`src/rtl/avg_pool_ctrl.sv`:
```
// Address/operand sequencer for 2x2 stride-2 average pooling: fetches each window,
// stages the four operands for the external averaging unit and writes the result back.
module avg_pool_ctrl #(
    parameter int DATA_WIDTH = 16,
    parameter int IMG_W      = 28,
    parameter int IMG_H      = 28,
    parameter int ADDR_WIDTH = 10
) (
    input  logic                  clk,
    input  logic                  reset_n,
    input  logic                  start,
    output logic                  busy,
    output logic                  done,
    output logic                  rd_en,
    output logic [ADDR_WIDTH-1:0] rd_addr,
    input  logic [DATA_WIDTH-1:0] rd_data,
    output logic [DATA_WIDTH-1:0] num_a,
    output logic [DATA_WIDTH-1:0] num_b,
    output logic [DATA_WIDTH-1:0] num_c,
    output logic [DATA_WIDTH-1:0] num_d,
    input  logic [DATA_WIDTH-1:0] avg_in,
    output logic                  wr_en,
    output logic [ADDR_WIDTH-1:0] wr_addr,
    output logic [DATA_WIDTH-1:0] wr_data,
    output logic [2:0]            fsm_state
);

    localparam int OW = IMG_W / 2;
    localparam int OH = IMG_H / 2;
    localparam int N  = OW * OH;

    localparam logic [ADDR_WIDTH-1:0] COL_LAST = ADDR_WIDTH'(OW - 1);
    localparam logic [ADDR_WIDTH-1:0] IDX_LAST = ADDR_WIDTH'(N - 1);
    localparam logic [ADDR_WIDTH-1:0] LINE     = ADDR_WIDTH'(IMG_W);

    typedef enum logic [2:0] {
        S_IDLE  = 3'd0,
        S_FETCH = 3'd1,
        S_DRAIN = 3'd2,
        S_AVG   = 3'd3,
        S_WRITE = 3'd4,
        S_DONE  = 3'd5
    } state_t;

    state_t                  state;
    logic [ADDR_WIDTH-1:0]   row;
    logic [ADDR_WIDTH-1:0]   col;
    logic [ADDR_WIDTH-1:0]   out_idx;
    logic [1:0]              k;
    logic [DATA_WIDTH-1:0]   result;
    logic [ADDR_WIDTH-1:0]   nxt_row;
    logic [ADDR_WIDTH-1:0]   nxt_col;

    // Pixel address of tap kk (bit1 = lower row, bit0 = right column) of window (r, c).
    function automatic logic [ADDR_WIDTH-1:0] addr_of(input logic [ADDR_WIDTH-1:0] r,
                                                      input logic [ADDR_WIDTH-1:0] c,
                                                      input logic [1:0]            kk);
        logic [ADDR_WIDTH-1:0] y;
        logic [ADDR_WIDTH-1:0] x;
        y = (r << 1) + ADDR_WIDTH'(kk[1]);
        x = (c << 1) + ADDR_WIDTH'(kk[0]);
        return (y * LINE) + x;
    endfunction

    always_comb begin
        nxt_row = row;
        nxt_col = col + 1'b1;
        if (col == COL_LAST) begin
            nxt_col = '0;
            nxt_row = row + 1'b1;
        end
    end

    assign wr_data   = result;
    assign fsm_state = state;

    // Outputs are registered: each transition loads the strobes/addresses of the next state.
    always_ff @(posedge clk or negedge reset_n) begin
        if (!reset_n) begin
            state   <= S_IDLE;
            busy    <= 1'b0;
            done    <= 1'b0;
            rd_en   <= 1'b0;
            rd_addr <= '0;
            wr_en   <= 1'b0;
            wr_addr <= '0;
            num_a   <= '0;
            num_b   <= '0;
            num_c   <= '0;
            num_d   <= '0;
            result  <= '0;
            row     <= '0;
            col     <= '0;
            out_idx <= '0;
            k       <= '0;
        end else begin
            done <= 1'b0;
            case (state)
                S_IDLE: begin
                    if (start) begin
                        state   <= S_FETCH;
                        busy    <= 1'b1;
                        rd_en   <= 1'b1;
                        rd_addr <= '0;
                        row     <= '0;
                        col     <= '0;
                        out_idx <= '0;
                        k       <= '0;
                    end
                end
                S_FETCH: begin
                    // Data arriving now belongs to the read issued for tap k-1.
                    case (k)
                        2'd1:    num_a <= rd_data;
                        2'd2:    num_b <= rd_data;
                        2'd3:    num_c <= rd_data;
                        default: ;
                    endcase
                    if (k == 2'd3) begin
                        state <= S_DRAIN;
                        rd_en <= 1'b0;
                    end else begin
                        k       <= k + 2'd1;
                        rd_addr <= addr_of(row, col, k + 2'd1);
                    end
                end
                S_DRAIN: begin
                    num_d <= rd_data;
                    state <= S_AVG;
                end
                S_AVG: begin
                    result  <= avg_in;
                    wr_en   <= 1'b1;
                    wr_addr <= out_idx;
                    state   <= S_WRITE;
                end
                S_WRITE: begin
                    wr_en <= 1'b0;
                    if (out_idx == IDX_LAST) begin
                        state <= S_DONE;
                        done  <= 1'b1;
                    end else begin
                        state   <= S_FETCH;
                        row     <= nxt_row;
                        col     <= nxt_col;
                        out_idx <= out_idx + 1'b1;
                        k       <= '0;
                        rd_en   <= 1'b1;
                        rd_addr <= addr_of(nxt_row, nxt_col, 2'd0);
                    end
                end
                S_DONE: begin
                    busy  <= 1'b0;
                    state <= S_IDLE;
                end
                default: state <= S_IDLE;
            endcase
        end
    end

endmodule

```
`config.mk`:
```
export PLATFORM = sky130hd
export DESIGN_NAME = avg_pool_ctrl
export DESIGN_NICKNAME = d
export VERILOG_FILES = /design/src/rtl/avg_pool_ctrl.sv
export SDC_FILE = /design/constraint.sdc
export NUM_CORES = 1
export LEC_CHECK = 0
export BUFFER_PORTS_ARGS = -buffer_cell sky130_fd_sc_hd__buf_2
export CELL_PAD_IN_SITES_DETAIL_PLACEMENT = 0
export CELL_PAD_IN_SITES_GLOBAL_PLACEMENT = 2
export CORE_MARGIN = 3
export CORE_UTILIZATION = 36
export CTS_CLUSTER_DIAMETER = 120
export DETAILED_ROUTE_END_ITERATION = 6
export HOLD_SLACK_MARGIN = 0.1
export PLACE_DENSITY = 0.87
export REMOVE_ABC_BUFFERS = 1
export SLEW_MARGIN = 0
export SYNTH_ARGS = -nofsm -noshare
export SYNTH_HDL_FRONTEND = slang
export SYNTH_SLANG_ARGS = --single-unit
export TNS_END_PERCENT = 50
```
`constraint.sdc`:
```
create_clock -name clk -period 5.07 [get_ports clk]
set_input_delay 0.2535 -clock clk [delete_from_list [all_inputs] [get_ports clk]]
set_output_delay 0.2535 -clock clk [all_outputs]
set_load 0.01 [all_outputs]
```
==> results of run 1 <==
[worst register-to-register path: stages (launching register included)]
cell      delay (ns)
dfrtp_1         0.46
ha_1            0.19
nand4b_1        0.13
nor4_4          0.47
nand2_1         0.13
xor2_1          0.37
fa_1            0.50
inv_1           0.08
ha_1            0.16
inv_1           0.05
fa_1            0.48
inv_1           0.04
ha_1            0.27
a21oi_1         0.20
o21bai_1        0.08
a21oi_1         0.15
xnor3_1         0.42
o32ai_1         0.25
nand3b_1        0.14
[cell families (layout without fill, tap and decap cells)]
logic type	after synthesis	in the layout	synth area share
compound gates	100	100	0.08756
flops	136	136	0.4890
buf+inv	56	240	0.03146
mux	91	91	0.1469
xor+xnor	41	41	0.05358
fa+ha+maj	48	48	0.09924
simple gates	120	120	0.09223
[how the worst min path moves through the flow]
stage	depth (start not counted)	end	slack, ns
2_1_floorplan	0	busy	-0.04
3_3_place_gp	1	wr_data[2]	0.36
3_5_place_dp	1	wr_data[15]	0.38
4_1_cts	2	num_b[12]	0.10
5_1_grt	2	num_b[12]	0.11
6_report	2	num_b[12]	0.12
[stage by stage]
stage	instances	hold WS [ns]	utilization
final	1036	0.1228	0.4704
after detailed placement	980	0.3832	0.4232
after floorplan	570	-0.04209	-
after global placement	980	0.3593	0.4232
after global routing	1036	0.1130	0.4704
after CTS	1036	0.1000	0.4704
[routing by layer]
layer / track usage / vias to the layer above
met3: 0.04435 / 13
met4: 0.04988 / 0
li1: - / 2414
met1: 0.2144 / 2488
met2: 0.2674 / 154
met5: 0 / -
[final cells by class]
cell class,instances,area (sq um),area share
sequential,136,3403,0.3842
multi-input combinational,400,3337,0.3767
timing repair buffer,174,1016,0.1147
clock buffer,19,432.9,0.04888
tap,260,325.3,0.03673
clock inverter,13,215.2,0.02430
inverter,34,127.6,0.01441
[repair_timing]
action                    4_1_cts  5_1_grt
hold endpoints to repair       94        0
hold buffers                   24        0
gates resized for setup         0        0
[synthesized netlist by cell type (2+ instances only)]
library cell,number
a211oi_1,5
a21o_1,8
a21oi_1,29
a22o_1,2
a22oi_1,2
a31oi_1,2
and2_1,6
and3_1,2
and3_4,3
and4_1,2
buf_1,2
buf_2,7
clkbuf_1,13
dfrtp_1,136
fa_1,12
ha_1,36
inv_1,34
mux2_2,89
mux2i_1,2
nand2_1,35
nand2b_1,6
nand3_1,12
nand3b_1,2
nand4_1,5
nor2_1,31
nor3_1,5
nor4_4,2
o21a_1,3
o21ai_0,34
o21bai_1,3
o22ai_1,2
o32a_1,2
or3_1,2
xnor2_1,23
xor2_1,17
[registers in the layout, summed over array words and instances (netlist names), 7 cells and up]
signal and count:
col 10, num_a 16, num_b 16, num_c 16, num_d 16, out_idx 10
rd_addr 10, row 7, wr_addr 10, wr_data 16
[power groups by stage]
stage | sequential (mW) | clock (mW) | combinational, mW
finish | 1.13 | 1.35 | 0.139
global route | 1.14 | 1.43 | 0.153
CTS | 1.13 | 1.38 | 0.142
detailed placement | 1.15 | 0 | 0.127
global placement | 1.15 | 0 | 0.122
floorplan | 1.17 | 0 | 0.0284
==> flow_metrics.py, run 1 <==
metrics = {
    "setup_path": {
        "reg2reg_from": "col[0]",
        "critPathCaptureType": "flip-flop",
        "critPathCapture": "rd_addr[9]",
        "path_delay_family": "adder cells",
        "rrSetupSlack_ns": 0.43,
        "cp_max_fo": 8,
        "critPathBufInv": 3,
        "ff2ff_path_depth": 18,
        "crit_start": "col[0]",
        "critPathSlowestCell": "fa_1",
        "crit_arrival_ns": 4.99,
        "cp_slowest_stage_delay_ns": 0.50,
        "crit_chain": "ha_1 > nand4b_1 > nor4_4 > nand2_1 > xor2_1 > fa_1 > inv_1 > ha_1 > inv_1 > fa_1 > inv_1 > ha_1 > a21oi_1 > o21bai_1 > a21oi_1 > xnor3_1 > o32ai_1 > nand3b_1",
        "cp.required_ns": 5.42,
        "crit_type": "reg2reg",
        "cp_num_cells": 18,
        "worstSetupStartpointType": "flip-flop",
        "timing.rr.end": "rd_addr[9]",
    },
    "placed_design": {
        "hpwl_um": 12410,
        "pre_cts_ws_ns": 0.4145,
        "place_congestion": 0.8396,
        "place_area_sq_mm": 0.007969,
        "port_buffers": 141,
    },
    "power_and_ir_drop": {
        "comb_power_share": 0.053,
        "power.switching_mw": 0.5570,
        "switching_share": 0.2124,
        "p_leak_nw": 4.127,
        "peakVddDrop_uv": 159.0,
        "p_seq_frac": 0.433,
        "power_frac_clock": 0.514,
        "internal_power_mw": 2.066,
        "power.density_mw_per_mm2": 296.2,
        "total_power_mw": 2.623,
    },
    "timing": {
        "finalCritPeriodShare": 0.9147,
        "period_minus_slack_ns": 4.637,
        "fin_skew_ns": 0.01497,
        "max_freq_mhz": 215.6,
        "rsz0062_at_grt": "no",
        "setup_viol": 0,
        "setup-tns-final_ns": 0,
        "relSlewSlack": 0.2497,
        "final_hold_viol_count": 0,
        "maxSlewViolCount": 0,
        "tightest_slew_ns": 1.117,
        "setup_slack_ns": 0.4327,
    },
    "clock_network": {
        "cts_inserted_buffers": 17,
        "clk_latency_ns": 0.42,
        "cts_tree": "done",
        "root_buffer": "clkbuf_16",
        "clockBufferDepth": 2,
        "cts_sinks": 136,
        "clkTransAtPathRegs_ns": 0.06,
        "h-tree-depth": 4,
        "post_cts_buffers": 0,
    },
    "yosys": {
        "ys_ff_latch": 136,
        "seq_area_frac_synth": 0.4890,
        "synth_top_area_cell": "dfrtp_1",
        "synth_ff_type": "dfrtp_1",
        "synth_edf_count": 0,
        "synthCells": 592,
        "synth.avg_cell_area_sq_um": 11.76,
        "yosysUniqueCellTypes": 51,
        "ys.warnings.count": 0,
        "syn_area_sq_mm": 0.006959,
        "netlist_top_cells_area": "dfrtp_1 (49%), mux2_2 (14%), ha_1 (6.5%), fa_1 (3.5%), xnor2_1 (2.9%)",
        "synth_top_area_share": 0.4890,
        "synthArstFlopShare": 1.000,
    },
    "global_routing": {
        "grt_pass1_wl_um": 28140,
        "grt_pass1_vias": 5261,
        "grt_max_degree": 79,
        "track_usage": 0.1638,
        "gr-total-overflow": 0,
        "antenna_found_initial": 0,
    },
    "layout": {
        "nFillCells": 1687,
        "stdcell_area_sq_mm": 0.008857,
        "nets": 846,
        "layout_commonest_cell": "buf_2",
        "final_cell_mix": "buf_2 (140), dfrtp_1 (136), mux2_2 (89), ha_1 (36), nand2_1 (35)",
        "syn2layout_area_growth_pct": 27.27,
        "drive_above_1_share": 0.3582,
        "insertedDiodeCount": 0,
    },
    "route": {
        "routed-wl-met3_um": 979,
        "num_vias": 5069,
        "drt_pre_antenna_iters": 4,
        "drc": 0,
        "wl_um": 16880,
        "top_layer": "met4",
        "wl_met2_um": 8047,
        "drtIter0Drc": 210,
        "wl_per_cell_um": 16.30,
        "vias_per_cell": 4.893,
        "ant_nets": 0,
        "met1_length_um": 7664,
    },
    "floorplanning": {
        "die_w_um": 145.0,
        "ios": 142,
        "initial_utilization": 0.3696,
        "core_area_sq_mm": 0.01883,
        "dieArea_sq_mm": 0.02104,
        "die_h_um": 145.0,
        "std_cell_rows": 50,
    },
    "run_status": {
        "status": "complete, no violations",
    },
    "hold_path": {
        "hp-start": "rd_data[12]",
        "min_path_type": "in2reg",
    },
    "job": {
        "maxCapViolations": 0,
    },
}
Power figures use the tool's default switching activity.
==> inputs of run 2 (changes only) <==
- BUFFER_PORTS_ARGS: -buffer_cell sky130_fd_sc_hd__buf_2 -> unset
- CORE_UTILIZATION: 36 -> 42
- DONT_BUFFER_PORTS: unset -> 1
==> flow_metrics.py, run 2 (synthesis results as in run 1) <==
metrics = {
    "hold_path": {
        "min_path_type": "in2reg",
        "hp-start": "start",
    },
    "setup_path": {
        "crit_type": "reg2reg",
        "timing.rr.end": "rd_addr[9]",
        "critPathCaptureType": "flip-flop",
        "worstSetupStartpointType": "flip-flop",
        "cp_max_fo": 8,
        "crit_start": "col[5]",
        "critPathCapture": "rd_addr[9]",
        "ff2ff_path_depth": 16,
        "rrSetupSlack_ns": 0.39,
        "crit_arrival_ns": 5.03,
        "reg2reg_from": "col[5]",
        "cp.required_ns": 5.42,
    },
    "layout": {
        "insertedDiodeCount": 0,
        "stdcell_area_sq_mm": 0.008088,
        "final_cell_mix": "dfrtp_1 (136), mux2_2 (89), ha_1 (36), nand2_1 (35)",
        "nFillCells": 1386,
        "nets": 715,
        "final_cells": 859,
        "syn2layout_area_growth_pct": 16.22,
        "layout_commonest_cell": "dfrtp_1",
        "drive_above_1_share": 0.2115,
    },
    "power_and_ir_drop": {
        "power.switching_mw": 0.5409,
        "p_leak_nw": 3.546,
        "p_seq_frac": 0.497,
        "peakVddDrop_uv": 216.5,
        "comb_power_share": 0.035,
        "power.density_mw_per_mm2": 288.6,
        "switching_share": 0.2317,
        "power_frac_clock": 0.468,
        "internal_power_mw": 1.793,
    },
    "floorplanning": {
        "dieArea_sq_mm": 0.01815,
        "std_cell_rows": 46,
        "core_area_sq_mm": 0.01606,
        "ios": 142,
        "die_h_um": 134.7,
        "initial_utilization": 0.4334,
        "die_w_um": 134.7,
    },
    "clock_network": {
        "h-tree-depth": 4,
        "clk_latency_ns": 0.41,
        "cts_sinks": 136,
        "root_buffer": "clkbuf_16",
        "cts_resized": 0,
        "clockBufferDepth": 2,
        "cts_tree": "done",
        "cts_inserted_buffers": 17,
        "clkTransAtPathRegs_ns": 0.06,
    },
    "timing": {
        "rsz0062_at_grt": "no",
        "relSlewSlack": 0.2550,
        "setup-tns-final_ns": 0,
        "tightest_slew_ns": 1.109,
        "fin_skew_ns": 0.01136,
        "setup_viol": 0,
        "period_minus_slack_ns": 4.682,
        "maxSlewViolCount": 0,
        "final_hold_viol_count": 0,
        "finalCritPeriodShare": 0.9235,
        "fin_hold_ws_ns": 0.1455,
        "max_freq_mhz": 213.6,
    },
    "route": {
        "drt_pre_antenna_iters": 4,
        "drtIter0Drc": 350,
        "num_vias": 4641,
        "drc": 0,
        "ant_nets": 0,
        "wl_um": 16310,
        "wl_per_cell_um": 18.99,
        "vias_per_cell": 5.403,
    },
    "placed_design": {
        "dp.cells": 793,
        "port_buffers": 0,
        "place_congestion": 0.8614,
        "hpwl_um": 11520,
        "place_area_sq_mm": 0.007191,
    },
    "global_routing": {
        "grt_max_degree": 137,
        "track_usage": 0.1840,
        "grt_pass1_wl_um": 26160,
        "gr-total-overflow": 0,
        "grt_pass1_vias": 4882,
        "antenna_found_initial": 0,
    },
    "run_status": {
        "status": "complete, no violations",
    },
    "job": {
        "maxCapViolations": 0,
    },
}
[run 2: cell types whose count changed in the layout (fill, tap and decap cells not counted), moves of 2 or more]
| cell | change |
|---|---|
| buf_2 | -140 |
| dlygate4sd3_1 | +10 |
| bufinv_16 | -5 |
| inv_6 | -4 |
| clkinv_2 | +3 |
| clkinv_4 | +3 |
| buf_4 | -2 |
[run 2: per-layer routing]
layer  vias up  GRT usage  part of all wire
li1       2145          -                 -
met1      2348     0.2302              0.42
met2       137     0.3071              0.49
met3        11    0.06073             0.079
met4         0    0.05090            0.0096
met5         -          0                 0
[run 2: through the flow]
stage | setup slack (ns) | power (mW) | util
floorplan | 0.5405 | 1.197 | -
global placement | 0.4616 | 1.207 | 0.4478
detailed placement | 0.2966 | 1.212 | 0.4478
CTS | 0.2443 | 2.366 | 0.5032
global route | 0.06510 | 2.431 | 0.5037
finish | 0.3877 | 2.334 | 0.5037
[run 2: what timing repair did]
action	in CTS	in global routing
hold buffers	35	0
hold endpoints to repair	217	0
setup endpoints to repair	0	1
setup buffers	0	1
[run 2: worst min path at each step]
stage / end / cells after the start
after floorplan: busy / 0
after global placement: num_c[11] / 0
after detailed placement: num_c[11] / 0
after CTS: busy / 4
after global routing: busy / 4
final: busy / 4
[run 2: layout make-up]
type                       count  area [sq um]  area share
sequential                   136          3403      0.4208
multi-input combinational    400          3337      0.4126
clock buffer                  19         442.9     0.05476
timing repair buffer          43         427.9     0.05291
tap                          216         270.3     0.03342
inverter                      34         127.6     0.01578
clock inverter                11         78.83    0.009746
[run 2: worst max-delay path, cell delays in order, from the launching register on]
cell and delay, ns:
dfrtp_1 0.47, or3_4 0.43, nor4_4 0.34, nand2_1 0.11, xor2_1 0.38, inv_1 0.12, fa_1 0.55, inv_1 0.07
fa_1 0.53, inv_1 0.04, ha_1 0.28, a21oi_1 0.21, o21bai_1 0.09, a21oi_1 0.16, xnor3_1 0.42, o32ai_1 0.26
nand3b_1 0.14
[run 2: power by group through the flow]
stage | clock network [mW] | logic, mW | registers (mW)
after global routing | 1.18 | 0.0912 | 1.16
after floorplan | 0 | 0.0284 | 1.17
after CTS | 1.12 | 0.0834 | 1.16
final | 1.09 | 0.0820 | 1.16
after global placement | 0 | 0.0297 | 1.18
after detailed placement | 0 | 0.0326 | 1.18
==> inputs of run 3 (changes only) <==
- RECOVER_POWER: unset -> 25
==> flow_metrics.py, run 3 (synthesis results as in run 1) <==
metrics = {
    "placed_design": {
        "hpwl_um": 11520,
        "dp.cells": 793,
        "port_buffers": 0,
        "place_congestion": 0.8614,
        "place_area_sq_mm": 0.007191,
        "pre_cts_ws_ns": 0.2966,
    },
    "run_status": {
        "violations": "capacitance limit, slew limit",
        "status": "complete, but fails checks",
    },
    "route": {
        "num_vias": 4649,
        "vias_per_cell": 5.412,
        "ant_nets": 0,
        "wl_um": 16340,
        "drt_pre_antenna_iters": 4,
        "drc": 0,
        "drtIter0Drc": 349,
        "wl_per_cell_um": 19.03,
    },
    "clock_network": {
        "clkTransAtPathRegs_ns": 0.06,
        "root_buffer": "clkbuf_16",
        "cts_resized": 0,
        "cts_tree": "done",
        "clk_latency_ns": 0.42,
        "clockBufferDepth": 2,
        "cts_sinks": 136,
        "cts_inserted_buffers": 17,
        "h-tree-depth": 4,
    },
    "setup_path": {
        "crit_arrival_ns": 5.04,
        "worstSetupStartpointType": "flip-flop",
        "crit_type": "reg2reg",
        "critPathBufInv": 3,
        "cp.required_ns": 5.42,
        "critPathCaptureType": "flip-flop",
        "cp_slowest_stage_delay_ns": 0.55,
        "crit_path_frequent_cell": "inv_1",
        "rrSetupSlack_ns": 0.38,
        "cp_max_fo": 8,
        "critPathSlowestCell": "fa_1",
        "path_delay_family": "adder cells",
        "crit_chain": "or3_4 > nor4_4 > nand2_1 > xor2_1 > inv_1 > fa_1 > inv_1 > fa_1 > inv_1 > ha_1 > a21oi_1 > o21bai_1 > a21oi_1 > xnor3_1 > o32ai_1 > nand3b_1",
    },
    "global_routing": {
        "antenna_found_initial": 0,
        "grt_pass1_vias": 4882,
        "track_usage": 0.1840,
        "grt_pass1_wl_um": 26160,
        "grt_max_degree": 137,
        "gr-total-overflow": 0,
    },
    "power_and_ir_drop": {
        "power_frac_clock": 0.468,
        "peakVddDrop_uv": 216.6,
        "power.density_mw_per_mm2": 289.3,
        "p_seq_frac": 0.497,
        "comb_power_share": 0.034,
        "switching_share": 0.2322,
        "power.switching_mw": 0.5419,
        "internal_power_mw": 1.792,
        "p_leak_nw": 3.537,
    },
    "job": {
        "maxCapViolations": 1,
    },
    "layout": {
        "insertedDiodeCount": 0,
        "final_cell_mix": "dfrtp_1 (136), mux2_2 (89), ha_1 (36), nand2_1 (35)",
        "syn2layout_area_growth_pct": 15.89,
        "drive_above_1_share": 0.2115,
        "nets": 715,
        "final_cells": 859,
        "stdcell_area_sq_mm": 0.008065,
        "layout_commonest_cell": "dfrtp_1",
    },
    "timing": {
        "finalCritPeriodShare": 0.9251,
        "period_minus_slack_ns": 4.690,
        "final_hold_viol_count": 0,
        "fin_skew_ns": 0.01119,
        "setup-tns-final_ns": 0,
        "maxSlewViolCount": 137,
        "fin_hold_ws_ns": 0.1355,
        "relSlewSlack": -1.186,
        "max_freq_mhz": 213.2,
        "tightest_slew_ns": 3.279,
        "setup_slack_ns": 0.3798,
        "setup_viol": 0,
        "rsz0062_at_grt": "no",
    },
    "hold_path": {
        "min_path_type": "in2reg",
    },
    "floorplanning": {
        "std_cell_rows": 46,
        "core_area_sq_mm": 0.01606,
        "ios": 142,
        "initial_utilization": 0.4334,
        "dieArea_sq_mm": 0.01815,
        "die_w_um": 134.7,
        "die_h_um": 134.7,
    },
}
run 3: worst min-delay path: cells and delay by family:
kind,cells,cell delay [ns]
simple gates,3,0.17
compound gates,1,0.07
run 3: cell type report:
class                      instances  area [sq um]
fill                            1388          7993
sequential                       136          3403
multi-input combinational        400          3337
clock buffer                      19         442.9
timing repair buffer              43         405.4
tap                              216         270.3
inverter                          34         127.6
clock inverter                    11         78.83
run 3: stage by stage:
stage / power, mW / util
after floorplan: 1.197 / -
after global placement: 1.207 / 0.4478
after detailed placement: 1.212 / 0.4478
after CTS: 2.366 / 0.5032
after global routing: 2.429 / 0.5023
final: 2.334 / 0.5023
run 3: what timing repair did:
item / in CTS / in global routing
hold buffers: 35 / 0
endpoints found under the setup margin: 0 / 1
hold endpoints to repair: 217 / 0
setup buffers: 0 / 1
run 3: per-layer routing:
metal  share of wire  vias to the layer above  GRT usage
met1            0.42                     2344     0.2302
met2            0.49                      143     0.3071
met4           0.011                        0    0.05090
li1                -                     2147          -
met3           0.077                       15    0.06073
met5               0                        -          0
run 3: worst paths after layout:
kind	start	end	cells past startpoint
max in group asynchronous	reset_n	col[0]	2
hold reg to reg	row[6]	row[6]	1
hold / removal	start	busy	4
setup / recovery	col[5]	rd_addr[9]	16
min in group asynchronous	reset_n	num_d[9]	2
setup reg to reg	col[5]	rd_addr[9]	16
run 3: power groups by stage:
stage                     Sequential (mW)  Combinational (mW)  Clock [mW]
after floorplan                      1.17              0.0284           0
after global placement               1.18              0.0297           0
after detailed placement             1.18              0.0326           0
after CTS                            1.16              0.0834        1.12
after global routing                 1.16              0.0888        1.18
final                                1.16              0.0796        1.09
